$ cat config.mk
export PLATFORM = sky130hd
export DESIGN_NAME = sram_fifo_ctrl_flat
export DESIGN_NICKNAME = d
export VERILOG_FILES = /design/src/rtl/sram_fifo_ctrl_pkg.sv /design/src/rtl/sram_fifo_ctrl_if.sv /design/src/rtl/sram_fifo_ctrl_ptr.sv /design/src/rtl/sram_fifo_ctrl.sv /design/src/flat_wrapper.sv
export SDC_FILE = /design/constraint.sdc
export NUM_CORES = 1
export LEC_CHECK = 0
export ABC_AREA = 1
export BUFFER_PORTS_ARGS = -buffer_cell sky130_fd_sc_hd__buf_2
export CAP_MARGIN = 30
export CORE_ASPECT_RATIO = 0.8
export CORE_MARGIN = 4
export CORE_UTILIZATION = 45
export DETAILED_ROUTE_END_ITERATION = 6
export PLACE_DENSITY = 0.77
export REMOVE_ABC_BUFFERS = 1
export SETUP_SLACK_MARGIN = 0.4
export SLEW_MARGIN = 40
export SYNTH_ARGS = -nofsm -noshare
export SYNTH_HDL_FRONTEND = slang
export SYNTH_SLANG_ARGS = --single-unit
$ cat constraint.sdc
create_clock -name clk -period 3 [get_ports clk]
set_clock_uncertainty 0.1 [all_clocks]
set_input_delay 0.6 -clock clk [delete_from_list [all_inputs] [get_ports clk]]
set_output_delay 0.6 -clock clk [all_outputs]
set_load 0.1 [all_outputs]
$ cat src/rtl/sram_fifo_ctrl_pkg.sv
// Shared constants and status bundle for the SRAM-backed FIFO controller.
// Imported by the pointer, interface and top-level files.
package sram_fifo_pkg;

    localparam int DATA_WIDTH_DEF = 8;
    localparam int ADDR_WIDTH_DEF = 10;
    localparam int AEMPTY_LVL_DEF = 4;

    // Occupancy flags derived from the two pointers.
    typedef struct packed {
        logic full;
        logic empty;
        logic almost_full;
        logic almost_empty;
    } fifo_status_t;

endpackage

$ cat src/rtl/sram_fifo_ctrl_if.sv
// Single-port synchronous SRAM bus between the FIFO controller and memory.
// Ports: sram_addr/sram_we/sram_wdata (controller -> SRAM),
//        sram_rdata (SRAM -> controller, valid one cycle after the address).
interface sram_fifo_ctrl_if
    import sram_fifo_pkg::*;
#(
    parameter int DATA_WIDTH = DATA_WIDTH_DEF,
    parameter int ADDR_WIDTH = ADDR_WIDTH_DEF
);

    logic [ADDR_WIDTH-1:0] sram_addr;
    logic                  sram_we;
    logic [DATA_WIDTH-1:0] sram_wdata;
    logic [DATA_WIDTH-1:0] sram_rdata;

    modport master (
        output sram_addr,
        output sram_we,
        output sram_wdata,
        input  sram_rdata
    );

    modport slave (
        input  sram_addr,
        input  sram_we,
        input  sram_wdata,
        output sram_rdata
    );

endinterface

$ cat src/rtl/sram_fifo_ctrl_ptr.sv
// Wrapping FIFO pointer: AW address bits plus one wrap bit.
// Ports: clk, rst (sync, high), clear (sync flush), en (advance), ptr.
module fifo_ptr
    import sram_fifo_pkg::*;
#(
    parameter int AW = ADDR_WIDTH_DEF
) (
    input  logic        clk,
    input  logic        rst,
    input  logic        clear,
    input  logic        en,
    output logic [AW:0] ptr
);

    // Natural binary overflow of the AW+1 bit register wraps the
    // address from DEPTH-1 to 0 and toggles the wrap bit.
    always_ff @(posedge clk) begin
        if (rst || clear) begin
            ptr <= '0;
        end else if (en) begin
            ptr <= ptr + 1'b1;
        end
    end

endmodule

$ cat src/rtl/sram_fifo_ctrl.sv
// FIFO controller over a single-port SRAM with one-cycle read latency.
// Writes win the SRAM port; a pop is granted only on cycles without a push.
// Ports: clk, rst (sync, high), clear (sync flush)
//        wr_en/wr_data          push side
//        rd_req/rd_grant        pop request / accepted this cycle
//        rd_valid/rd_data       popped word, one cycle after rd_grant
//        sram (master modport)  SRAM address/strobe/data bus
//        full, empty, almost_full, almost_empty, count   status
//        overflow, underflow    sticky errors
// Option: define SRAM_FIFO_ERR_EN to build the sticky error flags;
//         otherwise overflow/underflow are tied to 0.
module sram_fifo_ctrl
    import sram_fifo_pkg::*;
#(
    parameter int DATA_WIDTH = DATA_WIDTH_DEF,
    parameter int ADDR_WIDTH = ADDR_WIDTH_DEF,
    parameter int AFULL_LVL  = (2 ** ADDR_WIDTH) - 4,
    parameter int AEMPTY_LVL = AEMPTY_LVL_DEF
) (
    input  logic                  clk,
    input  logic                  rst,
    input  logic                  clear,
    input  logic                  wr_en,
    input  logic [DATA_WIDTH-1:0] wr_data,
    input  logic                  rd_req,
    output logic                  rd_grant,
    output logic                  rd_valid,
    output logic [DATA_WIDTH-1:0] rd_data,
    sram_fifo_ctrl_if.master      sram,
    output logic                  full,
    output logic                  empty,
    output logic                  almost_full,
    output logic                  almost_empty,
    output logic [ADDR_WIDTH:0]   count,
    output logic                  overflow,
    output logic                  underflow
);

    localparam int AW = ADDR_WIDTH;
    localparam logic [AW:0] AFULL_C  = AFULL_LVL[AW:0];
    localparam logic [AW:0] AEMPTY_C = AEMPTY_LVL[AW:0];

    logic [AW:0]  wptr;
    logic [AW:0]  rptr;
    logic         push_ok;
    fifo_status_t st;

    // Reset and clear silence both SRAM operations in their own cycle.
    assign push_ok  = wr_en & ~st.full & ~clear & ~rst;
    assign rd_grant = rd_req & ~st.empty & ~push_ok & ~clear & ~rst;

    fifo_ptr #(.AW(AW)) u_wptr (
        .clk   (clk),
        .rst   (rst),
        .clear (clear),
        .en    (push_ok),
        .ptr   (wptr)
    );

    fifo_ptr #(.AW(AW)) u_rptr (
        .clk   (clk),
        .rst   (rst),
        .clear (clear),
        .en    (rd_grant),
        .ptr   (rptr)
    );

    // Modular difference of the wrap-extended pointers is the occupancy.
    assign count = wptr - rptr;

    always_comb begin
        st              = '0;
        st.empty        = (wptr == rptr);
        st.full         = (wptr[AW-1:0] == rptr[AW-1:0])
                        & (wptr[AW] != rptr[AW]);
        st.almost_full  = (count >= AFULL_C);
        st.almost_empty = (count <= AEMPTY_C);
    end

    assign full         = st.full;
    assign empty        = st.empty;
    assign almost_full  = st.almost_full;
    assign almost_empty = st.almost_empty;

    // Idle cycles park the address on the read pointer.
    assign sram.sram_addr  = push_ok ? wptr[AW-1:0] : rptr[AW-1:0];
    assign sram.sram_we    = push_ok;
    assign sram.sram_wdata = wr_data;

    always_ff @(posedge clk) begin
        if (rst || clear) begin
            rd_valid <= 1'b0;
        end else begin
            rd_valid <= rd_grant;
        end
    end

    assign rd_data = sram.sram_rdata;

`ifdef SRAM_FIFO_ERR_EN
    logic ovf_q;
    logic unf_q;

    always_ff @(posedge clk) begin
        if (rst || clear) begin
            ovf_q <= 1'b0;
            unf_q <= 1'b0;
        end else begin
            if (wr_en && st.full) begin
                ovf_q <= 1'b1;
            end
            if (rd_req && st.empty) begin
                unf_q <= 1'b1;
            end
        end
    end

    assign overflow  = ovf_q;
    assign underflow = unf_q;
`else
    assign overflow  = 1'b0;
    assign underflow = 1'b0;
`endif

endmodule
$ cat src/flat_wrapper.sv
// flat-port wrapper written by rule: the top's interface ports become plain ports
module sram_fifo_ctrl_flat import sram_fifo_pkg::*;
#(
    parameter int DATA_WIDTH = DATA_WIDTH_DEF,
    parameter int ADDR_WIDTH = ADDR_WIDTH_DEF,
    parameter int AFULL_LVL  = (2 ** ADDR_WIDTH) - 4,
    parameter int AEMPTY_LVL = AEMPTY_LVL_DEF
)
  (clk, rst, clear, wr_en, wr_data, rd_req, rd_grant, rd_valid, rd_data, full, empty, almost_full, almost_empty, count, overflow, underflow, sram_sram_addr, sram_sram_we, sram_sram_wdata, sram_sram_rdata);
  sram_fifo_ctrl_if #(.DATA_WIDTH(DATA_WIDTH), .ADDR_WIDTH(ADDR_WIDTH)) sram_i ();
  input  logic clk;
  input  logic rst;
  input  logic clear;
  input  logic wr_en;
  input  logic [DATA_WIDTH-1:0] wr_data;
  input  logic rd_req;
  output logic rd_grant;
  output logic rd_valid;
  output logic [DATA_WIDTH-1:0] rd_data;
  output logic full;
  output logic empty;
  output logic almost_full;
  output logic almost_empty;
  output logic [ADDR_WIDTH:0] count;
  output logic overflow;
  output logic underflow;
  output wire logic [$bits(sram_i.sram_addr)-1:0] sram_sram_addr;
  output wire logic [$bits(sram_i.sram_we)-1:0] sram_sram_we;
  output wire logic [$bits(sram_i.sram_wdata)-1:0] sram_sram_wdata;
  input wire logic [$bits(sram_i.sram_rdata)-1:0] sram_sram_rdata;
  assign sram_sram_addr = sram_i.sram_addr;
  assign sram_sram_we = sram_i.sram_we;
  assign sram_sram_wdata = sram_i.sram_wdata;
  assign sram_i.sram_rdata = sram_sram_rdata;
  sram_fifo_ctrl #(.DATA_WIDTH(DATA_WIDTH), .ADDR_WIDTH(ADDR_WIDTH), .AFULL_LVL(AFULL_LVL), .AEMPTY_LVL(AEMPTY_LVL)) u_core (.clk(clk), .rst(rst), .clear(clear), .wr_en(wr_en), .wr_data(wr_data), .rd_req(rd_req), .rd_grant(rd_grant), .rd_valid(rd_valid), .rd_data(rd_data), .sram(sram_i), .full(full), .empty(empty), .almost_full(almost_full), .almost_empty(almost_empty), .count(count), .overflow(overflow), .underflow(underflow));
endmodule
# Word-level counts from Yosys, hierarchy flattened
# Index checks and enable logic that the tools add are counted.
[word_totals] regBits=23 in_bits=21 out_inout_bits=46 word_cells=26
[classes] add_sub_neg=3 order_cmp=2 eq_ne=3 mux=1 bitwise=13 n_reduce_logical=1
[op_table] operator="$add 11x1->11 const B" count=2
[op_table] operator="$eq 11x11->1" count=1
[op_table] operator="$ge 11x10->1 const B" count=1
[op_table] operator="$le 11x3->1 const B" count=1
[op_table] operator="$sub 11x11->11" count=1
[op_table] operator="$eq 10x10->1" count=1
[op_table] operator="$mux 10" count=1
[op_table] operator="$and 1x1->1" count=8
[op_table] operator="$not 1->1" count=5
[op_table] operator="$logic_or 1x1->1" count=1
[op_table] operator="$ne 1x1->1" count=1

# Longest topological paths before layout
# Gate-level depths: netlist of the first run.
[logic_depth] word_depth=10 mapped_depth=14 ltp_nobuf=14

# Cells and area by module
# From an unflattened synthesis of the first run, not the netlist that was laid out.
[hier_totals] cells_unflattened=340 area_unflattened_um2=2138.3
[by_module_without_submodules] mod="sram_fifo_ctrl" instances=1 cells_per_inst=194 area_each_um2=1074.8 seq_area_each_um2=20.0
[by_module_without_submodules] mod="fifo_ptr" instances=2 cells_per_inst=73 area_each_um2=531.8 seq_area_each_um2=220.2

# Least setup slack after synthesis of the first run
# No wires, ideal clock.
[synth_path] path_kind="register to output" start="register u_core.u_rptr.ptr[2]" end="output sram_sram_addr[1]" t_arrival_ns=3.854 required_ns=2.300 setup_slack_ns=-1.554 stages_incl_launch_ff=11 path_buffers=1 cell_sequence="dfxtp_1 > inv_1 > ha_1 > nand2_1 > inv_1 > nand3_2 > nor2_2 > nor2_2 > nand2_2 > buf_2 > o21ai_0"
[synth_via] elab_chain_len=7
[synth_lines] element="start, declared" line="sram_fifo_ctrl_ptr.sv:12" source="output logic [AW:0] ptr"
[synth_lines] element="start signal, assigned" line="sram_fifo_ctrl_ptr.sv:21" source="ptr <= ptr + 1'b1;"
[synth_lines] element="$eq 10x10->1" line="sram_fifo_ctrl.sv:74" source="st.full = (wptr[AW-1:0] == rptr[AW-1:0])"
[synth_lines] element="$and 1x1->1" line="sram_fifo_ctrl.sv:75" source="& (wptr[AW] != rptr[AW]);"
[synth_lines] element="via full" line="flat_wrapper.sv:20" source="output logic full;"
[synth_lines] element="$not 1->1" line="sram_fifo_ctrl.sv:49" source="assign push_ok = wr_en & ~st.full & ~clear & ~rst;"
[synth_lines] element="$and 1x1->1 (3 in a row)" line="sram_fifo_ctrl.sv:49"
[synth_lines] element="$mux 10" line="sram_fifo_ctrl.sv:86" source="assign sram.sram_addr = push_ok ? wptr[AW-1:0] : rptr[AW-1:0];"
[synth_lines] element="end, declared" line="flat_wrapper.sv:27" source="output wire logic [$bits(sram_i.sram_addr)-1:0] sram_sram_addr;"
# The timed path passes the listed nets, and every way through them passes these cells.

# Worst setup path after layout of the first run
[layout_path] start="register u_core.u_wptr.ptr[0]" end="output almost_full"
[layout_via] elab_chain_len=2
[layout_lines] element="start, declared" line="sram_fifo_ctrl_ptr.sv:12"
[layout_lines] element="start signal, assigned" line="sram_fifo_ctrl_ptr.sv:21"
[layout_lines] element="$sub 11x11->11" line="sram_fifo_ctrl.sv:69" source="assign count = wptr - rptr;"
[layout_lines] element="$ge 11x10->1" line="sram_fifo_ctrl.sv:76" source="st.almost_full = (count >= AFULL_C);"
[layout_lines] element="end, declared" line="flat_wrapper.sv:22" source="output logic almost_full;"
# No other way between the ends.

==> summary.md, run 1 <==
| Metric | Value |
|---|---|
| HP Class | reg -> reg |
| Vert. Die Dim | 70.2 µm |
| Pint | 0.438 mW |
| Clock Tree Buf Depth | 2 |
| Seq pwr share | 0.461 |
| Worst skew pair latency | 0.29 ns |
| Final Hold Viols | 0 |
| Fin Hold WS | 0.419 ns |
| Switching part of the total power | 0.331 |
| Synth Instances | 349 |
| Library cells used by synthesis | 31 |
| DRC violations left | 1 |
| R2R Path Start | u_core.u_rptr.ptr[4]$_SDFFE_PP0P_ |
| WP data arrival | 2.42 ns |
| Reg-to-Reg End | u_core.u_rptr.ptr[2]$_SDFFE_PP0P_ |
| Post-route minimum period | 3.12 ns |
| Wirelength per Cell | 22.9 µm |
| CP startpoint kind | flop |
| Worst IR Drop VDD | 194 µV |
| Synthesized area | 2180 µm² |
| Global Route Usage Sum | 0.273 |
| Most frequent cells in the layout | 72 x nand2_1, 43 x buf_4, 31 x inv_1, 22 x nor2_1, 22 x buf_12 |
| Post-route setup slack | -0.122 ns |
| Die W | 85.8 µm |
| Setup-failing EPs final | 5 |
| DR vias | 3080 |
| WHS Endpoint | u_core.u_wptr.ptr[9]$_SDFFE_PP0P_ |
| DRT antenna net count | 0 |
| Die Area | 6020 µm² |
| Final wirelength | 10900 µm |
| Final Net Count | 449 |
| Crit path kind | reg -> out |
| Synth area leaders | dfxtp_1 21%, nand2_1 18%, inv_1 7.9% |
| Worst slack, placed | 0.116 ns |
| Clock Power Share | 0.327 |
| Number of max-slew violations in the final report | 0 |
| Cells on Worst Hold Path | 2 |
| Commonest non-fill, non-tap cell in the layout | nand2_1 |
| ANT cells | 0 |
| Area of the multi-input gates | 1930 µm² |
| Syn Area/Cell | 6.24 µm² |
| Post-Route Setup TNS | -0.276 ns |
| Starting Density | 0.471 |
| Post-detail-place hpwl | 4750 µm |
| Top cell type's share of synthesized area | 0.211 |
| Final GP Congestion | 0.985 |
| CP endpoint kind | primary output |
| Net Switching | 0.217 mW |
| I/O pins | 67 |
| RSZ-0062 raised after global routing | true |
| First-pass GRT wire length | 12900 µm |
| CP required | 2.30 ns |
| CTS H-tree depth | 1 |
| CTS Hold Buffers Added | 0 |
| Pin count of the biggest net entering global routing | 19 |
| HP Start | u_core.u_wptr.ptr[9]$_SDFFE_PP0P_ |
| Final Util | 0.787 |
| Lkg Pwr | 1.59 nW |
| Synth Register Bits | 23 |
| Via density | 6.50 |
| Critical Path Fanout Max | 4 |
| Combinational share of power | 0.212 |
| Area Growth Syn to Fin | 67.2% |
| Initial antenna violation count | 0 |
| Worst-path clk slew | 0.09 ns |
| Max-capacitance violation count | 0 |
| Reg2Reg Depth | 14 |
| Drt pass-1 iters | 7 |
| CORE AREA | 4620 µm² |
| Share of layout cells above drive strength 1 | 0.507 |
| Reg area | 494 µm² |
| Final Cycle Share | 1.04 |
| Outcome | complete, but fails checks |
| Synth warnings | 0 |
| Synth area leader | dfxtp_1 |
| Power per Cell Area | 180 nW/µm² |
| CTS root buffer | clkbuf_8 |
| Number of global-route vias before repair | 2676 |
| Grt total ovfl | 0 |
| CTS tree | yes |
| R2R setup slack | 0.51 ns |
| First DRT Iteration DRCs | 506 |
| Post-synthesis sequential area ratio | 0.211 |
| Port Buffer Count | 32 |
| CTS Sinks | 23 |
| FMAX | 320 MHz |
| CTS buffer count | 3 |
| Failing checks | design-rule violations, negative setup slack |
| # fillers | 264 |
| Cell Rows | 22 |
-- kinds of logic after synthesis --
logic type | Yosys count | synth area share
flops | 23 | 0.211
buf+inv | 72 | 0.171
other cells | 1 | 0.00172
simple gates | 186 | 0.370
compound gates | 41 | 0.115
xor+xnor | 13 | 0.0523
fa+ha+maj | 13 | 0.0782
-- worst max-delay path: stages (launching register included) --
cell and delay (ns):
dfxtp_4 0.37, inv_4 0.08, ha_4 0.14, inv_4 0.04, fa_2 0.35, nand2_2 0.12
nand2_4 0.09, nand3_4 0.11, nand3_4 0.13, nand2_4 0.14, nand2_1 0.05, nor2_1 0.13
nand3_1 0.10, nand2_2 0.10, buf_12 0.17
-- power groups by stage --
| stage | clock network [mW] | logic (mW) | registers, mW |
|---|---|---|---|
| final | 0.214 | 0.139 | 0.302 |
| after global routing | 0.226 | 0.142 | 0.302 |
| after CTS | 0.202 | 0.115 | 0.302 |
| after detailed placement | 0 | 0.0952 | 0.314 |
| after global placement | 0 | 0.0942 | 0.313 |
| after floorplan | 0 | 0.0662 | 0.314 |
-- synth_stat cells --
library cell / number
conb_1: 1
nand3_1: 23
buf_4: 18
nand3_2: 1
inv_2: 2
nand2_2: 8
a21oi_1: 13
buf_2: 1
buf_6: 2
nor3b_1: 2
inv_4: 1
clkbuf_1: 1
fa_1: 1
dfxtp_1: 23
nand3b_1: 1
nor4_1: 1
o21bai_1: 2
xor2_1: 13
nor2_2: 4
nand2_1: 102
o21a_1: 1
o21ai_0: 17
a21oi_2: 7
nor3_1: 11
nand2_4: 1
nand4_1: 3
ha_1: 12
inv_1: 46
buf_12: 1
o21ai_4: 1
nor2_1: 29
-- area by class of cell --
cell class | instances | area share
multi-input cells | 257 | 0.530
repair buffers | 81 | 0.246
flip-flops and latches | 23 | 0.136
inverters | 49 | 0.0553
well taps | 60 | 0.0206
clock buffers | 4 | 0.0124
-- metal layers --
metal | vias up | routed length, µm | track usage
li1 | 1217 | - | -
met1 | 1385 | 3670 | 0.308
met2 | 358 | 4710 | 0.454
met3 | 120 | 1430 | 0.101
met4 | 0 | 1060 | 0.123
met5 | - | 0 | 0
-- flip-flops by register name (all words and copies together) (netlist names) --
| register | flops |
|---|---|
| u_core.rd_valid | 1 |
| u_core.u_rptr.ptr | 11 |
| u_core.u_wptr.ptr | 11 |
-- worst max path at each step --
stage,endpoint,slack [ns],from,cells after the start
3_5_place_dp,almost_empty,0.12,u_core.u_wptr.ptr[0]$_SDFFE_PP0P_,14
5_1_grt,almost_full,-0.18,u_core.u_wptr.ptr[0]$_SDFFE_PP0P_,14
6_report,almost_full,-0.12,u_core.u_wptr.ptr[0]$_SDFFE_PP0P_,14
4_1_cts,almost_empty,0.06,u_core.u_wptr.ptr[0]$_SDFFE_PP0P_,14
2_1_floorplan,sram_sram_addr[1],-1.55,u_core.u_rptr.ptr[2]$_SDFFE_PP0P_,9
3_3_place_gp,sram_sram_addr[2],0.11,u_core.u_rptr.ptr[8]$_SDFFE_PP0P_,10
-- timing repair --
item | in CTS | in global routing
resized for setup | 121 | 74
setup buffers | 23 | 9
setup endpoints to repair | 26 | 25
pin swaps | 25 | 29
gates cloned | 2 | 0
-- stage by stage --
| step | power, mW | std cells | instance area (µm²) |
|---|---|---|---|
| global placement | 0.408 | 436 | 2610 |
| CTS | 0.620 | 465 | 3260 |
| floorplan | 0.380 | 327 | 1990 |
| finish | 0.655 | 474 | 3640 |
| global route | 0.670 | 474 | 3640 |
| detailed placement | 0.409 | 436 | 2610 |
No activity file was read; power rests on OpenSTA's default activity.
==> inputs of run 2 (changes only) <==
==> constraint.sdc (replaced) <==
create_clock -name clk -period 2.9 [get_ports clk]
set_clock_uncertainty 0.1 [all_clocks]
set_input_delay 0.58 -clock clk [delete_from_list [all_inputs] [get_ports clk]]
set_output_delay 0.58 -clock clk [all_outputs]
set_load 0.1 [all_outputs]
==> summary.md, run 2 (synthesis results as in run 1) <==
| Metric | Value |
|---|---|
| First DRT Iteration DRCs | 423 |
| Clock Power Share | 0.321 |
| FMAX | 332 MHz |
| Slowest CP cell | nor2_1 |
| Pint | 0.464 mW |
| Global Route Usage Sum | 0.305 |
| Post-detail-place hpwl | 4940 µm |
| Final Cycle Share | 1.04 |
| Post-route minimum period | 3.01 ns |
| Via density | 6.43 |
| CP most frequent cell | nand2_4 |
| Failing checks | negative setup slack |
| Max incr delay on CP | 0.40 ns |
| I/O pins | 67 |
| Combinational share of power | 0.226 |
| Port Buffer Count | 32 |
| DR vias | 3124 |
| Largest regs | u_core.u_rptr.ptr x11, u_core.u_wptr.ptr x11, u_core.rd_valid x1 |
| Power per Cell Area | 180 nW/µm² |
| Commonest non-fill, non-tap cell in the layout | nand2_1 |
| Worst-path clk slew | 0.10 ns |
| RSZ-0062 raised after global routing | true |
| CP required | 2.22 ns |
| Post-route setup slack | -0.114 ns |
| CORE AREA | 4620 µm² |
| ANT cells | 0 |
| Switching part of the total power | 0.332 |
| Setup-failing EPs final | 14 |
| Cell Rows | 22 |
| Final Hold Viols | 0 |
| Initial antenna violation count | 0 |
| Final wirelength | 11300 µm |
| CTS buffer count | 3 |
| CTS H-tree depth | 1 |
| DRC violations left | 0 |
| Max-capacitance violation count | 0 |
| Seq pwr share | 0.453 |
| Final GP Congestion | 0.999 |
| Die Area | 6020 µm² |
| Worst IR Drop VDD | 225 µV |
| Critical Path Fanout Max | 3 |
| Net Switching | 0.230 mW |
| Design Power | 0.694 mW |
| Number of max-slew violations in the final report | 0 |
| CTS Sinks | 23 |
| Vert. Die Dim | 70.2 µm |
| CTS root buffer | clkbuf_8 |
| Worst slew pin tran | 0.527 ns |
| CP endpoint kind | primary output |
| Clock Tree Buf Depth | 2 |
| Crit path kind | reg -> out |
| Die W | 85.8 µm |
| Slew margin rel. | 0.646 |
| # fillers | 209 |
| CTS tree | yes |
| Lkg Pwr | 1.67 nW |
| Outcome | complete, but fails checks |
| WP data arrival | 2.33 ns |
| Most frequent cells in the layout | 60 x nand2_1, 47 x buf_4, 31 x inv_1, 29 x nand2_2 |
| Wirelength per Cell | 23.2 µm |
| Pin count of the biggest net entering global routing | 19 |
| Crit path cell chain | inv_2 > ha_4 > nand2_4 > buf_4 > nor2_1 > nand2_4 > nand2_2 > nand2_2 > nand2_4 > nand3_4 > nor2_4 > buf_12 |
| Grt total ovfl | 0 |
| R2R setup slack | 0.44 ns |
| Share of layout cells above drive strength 1 | 0.575 |
| Finished Layout Cells | 486 |
| DRT antenna net count | 0 |
| CP startpoint kind | flop |
| Worst skew pair latency | 0.29 ns |
| Area Growth Syn to Fin | 77.1% |
| Inst Count DP | 445 |
| Number of global-route vias before repair | 2767 |
| Starting Density | 0.471 |
| First-pass GRT wire length | 14300 µm |
| HP Class | reg -> reg |
| Drt pass-1 iters | 7 |
| Final Net Count | 461 |
==> run 2: cell types whose count changed in the layout (fill, tap and decap cells not counted), moves of 2 or more <==
| cell | before | now |
|---|---|---|
| nand3_1 | 14 | 12 |
| nor2_2 | 2 | 8 |
| buf_6 | 8 | 15 |
| buf_8 | 0 | 2 |
| nand2_1 | 72 | 60 |
| buf_4 | 43 | 47 |
| nor2_1 | 22 | 17 |
| nand2_2 | 19 | 29 |
| dfxtp_4 | 5 | 3 |
| dfxtp_2 | 12 | 14 |
| nand3_2 | 5 | 8 |
| nand2_4 | 19 | 21 |
| xor2_1 | 13 | 11 |
==> run 2: layer usage <==
layer | track usage | up-vias | part of all wire
met4 | 0.144 | 0 | 0.095
met2 | 0.503 | 368 | 0.44
met3 | 0.0932 | 121 | 0.13
met5 | 0 | - | 0
met1 | 0.358 | 1396 | 0.33
li1 | - | 1239 | -
==> run 2: power groups by stage <==
| stage | sequential (mW) | clock [mW] | combinational [mW] |
|---|---|---|---|
| global placement | 0.324 | 0 | 0.0985 |
| CTS | 0.315 | 0.211 | 0.130 |
| finish | 0.314 | 0.223 | 0.157 |
| global route | 0.314 | 0.234 | 0.161 |
| detailed placement | 0.324 | 0 | 0.0995 |
| floorplan | 0.325 | 0 | 0.0685 |
==> run 2: worst max-delay path: cells and delay by family (launching register included) <==
kind / cells / cell delay [ns]
AND/OR/NAND/NOR: 8 / 1.00
buffers and inverters: 3 / 0.39
flip-flops: 1 / 0.37
adder cells (fa/ha/maj): 1 / 0.28
==> run 2: path summary, 6_finish.rpt <==
check        cells after the start                                end                               from
min reg2reg                      2  u_core.u_wptr.ptr[9]$_SDFFE_PP0P_  u_core.u_wptr.ptr[9]$_SDFFE_PP0P_
max reg2reg                     14  u_core.u_rptr.ptr[2]$_SDFFE_PP0P_  u_core.u_rptr.ptr[6]$_SDFFE_PP0P_
max                             12                       almost_empty  u_core.u_rptr.ptr[6]$_SDFFE_PP0P_
min                              2  u_core.u_wptr.ptr[9]$_SDFFE_PP0P_  u_core.u_wptr.ptr[9]$_SDFFE_PP0P_
==> run 2: what timing repair did <==
action / CTS / global route
resized for setup: 142 / 86
gates cloned: 2 / 0
endpoints found under the setup margin: 26 / 26
buffers inserted: 20 / 15
pin swaps: 39 / 21
hold buffers: 0 / 0
hold endpoints to repair: 0 / 0
==> run 2: layout make-up <==
type | instances | area (µm²) | share of cell area
clock buffers | 4 | 45.0 | 0.0117
inverters | 49 | 204 | 0.0529
well taps | 60 | 75.1 | 0.0195
multi-input cells | 257 | 2030 | 0.526
repair buffers | 93 | 1010 | 0.263
flip-flops and latches | 23 | 489 | 0.127
==> run 2: metrics by stage <==
step | utilization | setup WS [ns] | hold WS [ns] | area [µm²] | TNS [ns]
2_1_floorplan | - | -1.63 | 0.363 | 1990 | -25.06
3_3_place_gp | 0.583 | 0.0870 | 0.381 | 2700 | 0
3_5_place_dp | 0.583 | 0.0119 | 0.388 | 2700 | 0
4_1_cts | 0.742 | -0.0229 | 0.418 | 3430 | -0.0438
5_1_grt | 0.834 | -0.217 | 0.434 | 3860 | -1.46
6_report | 0.834 | -0.114 | 0.423 | 3860 | -1.07
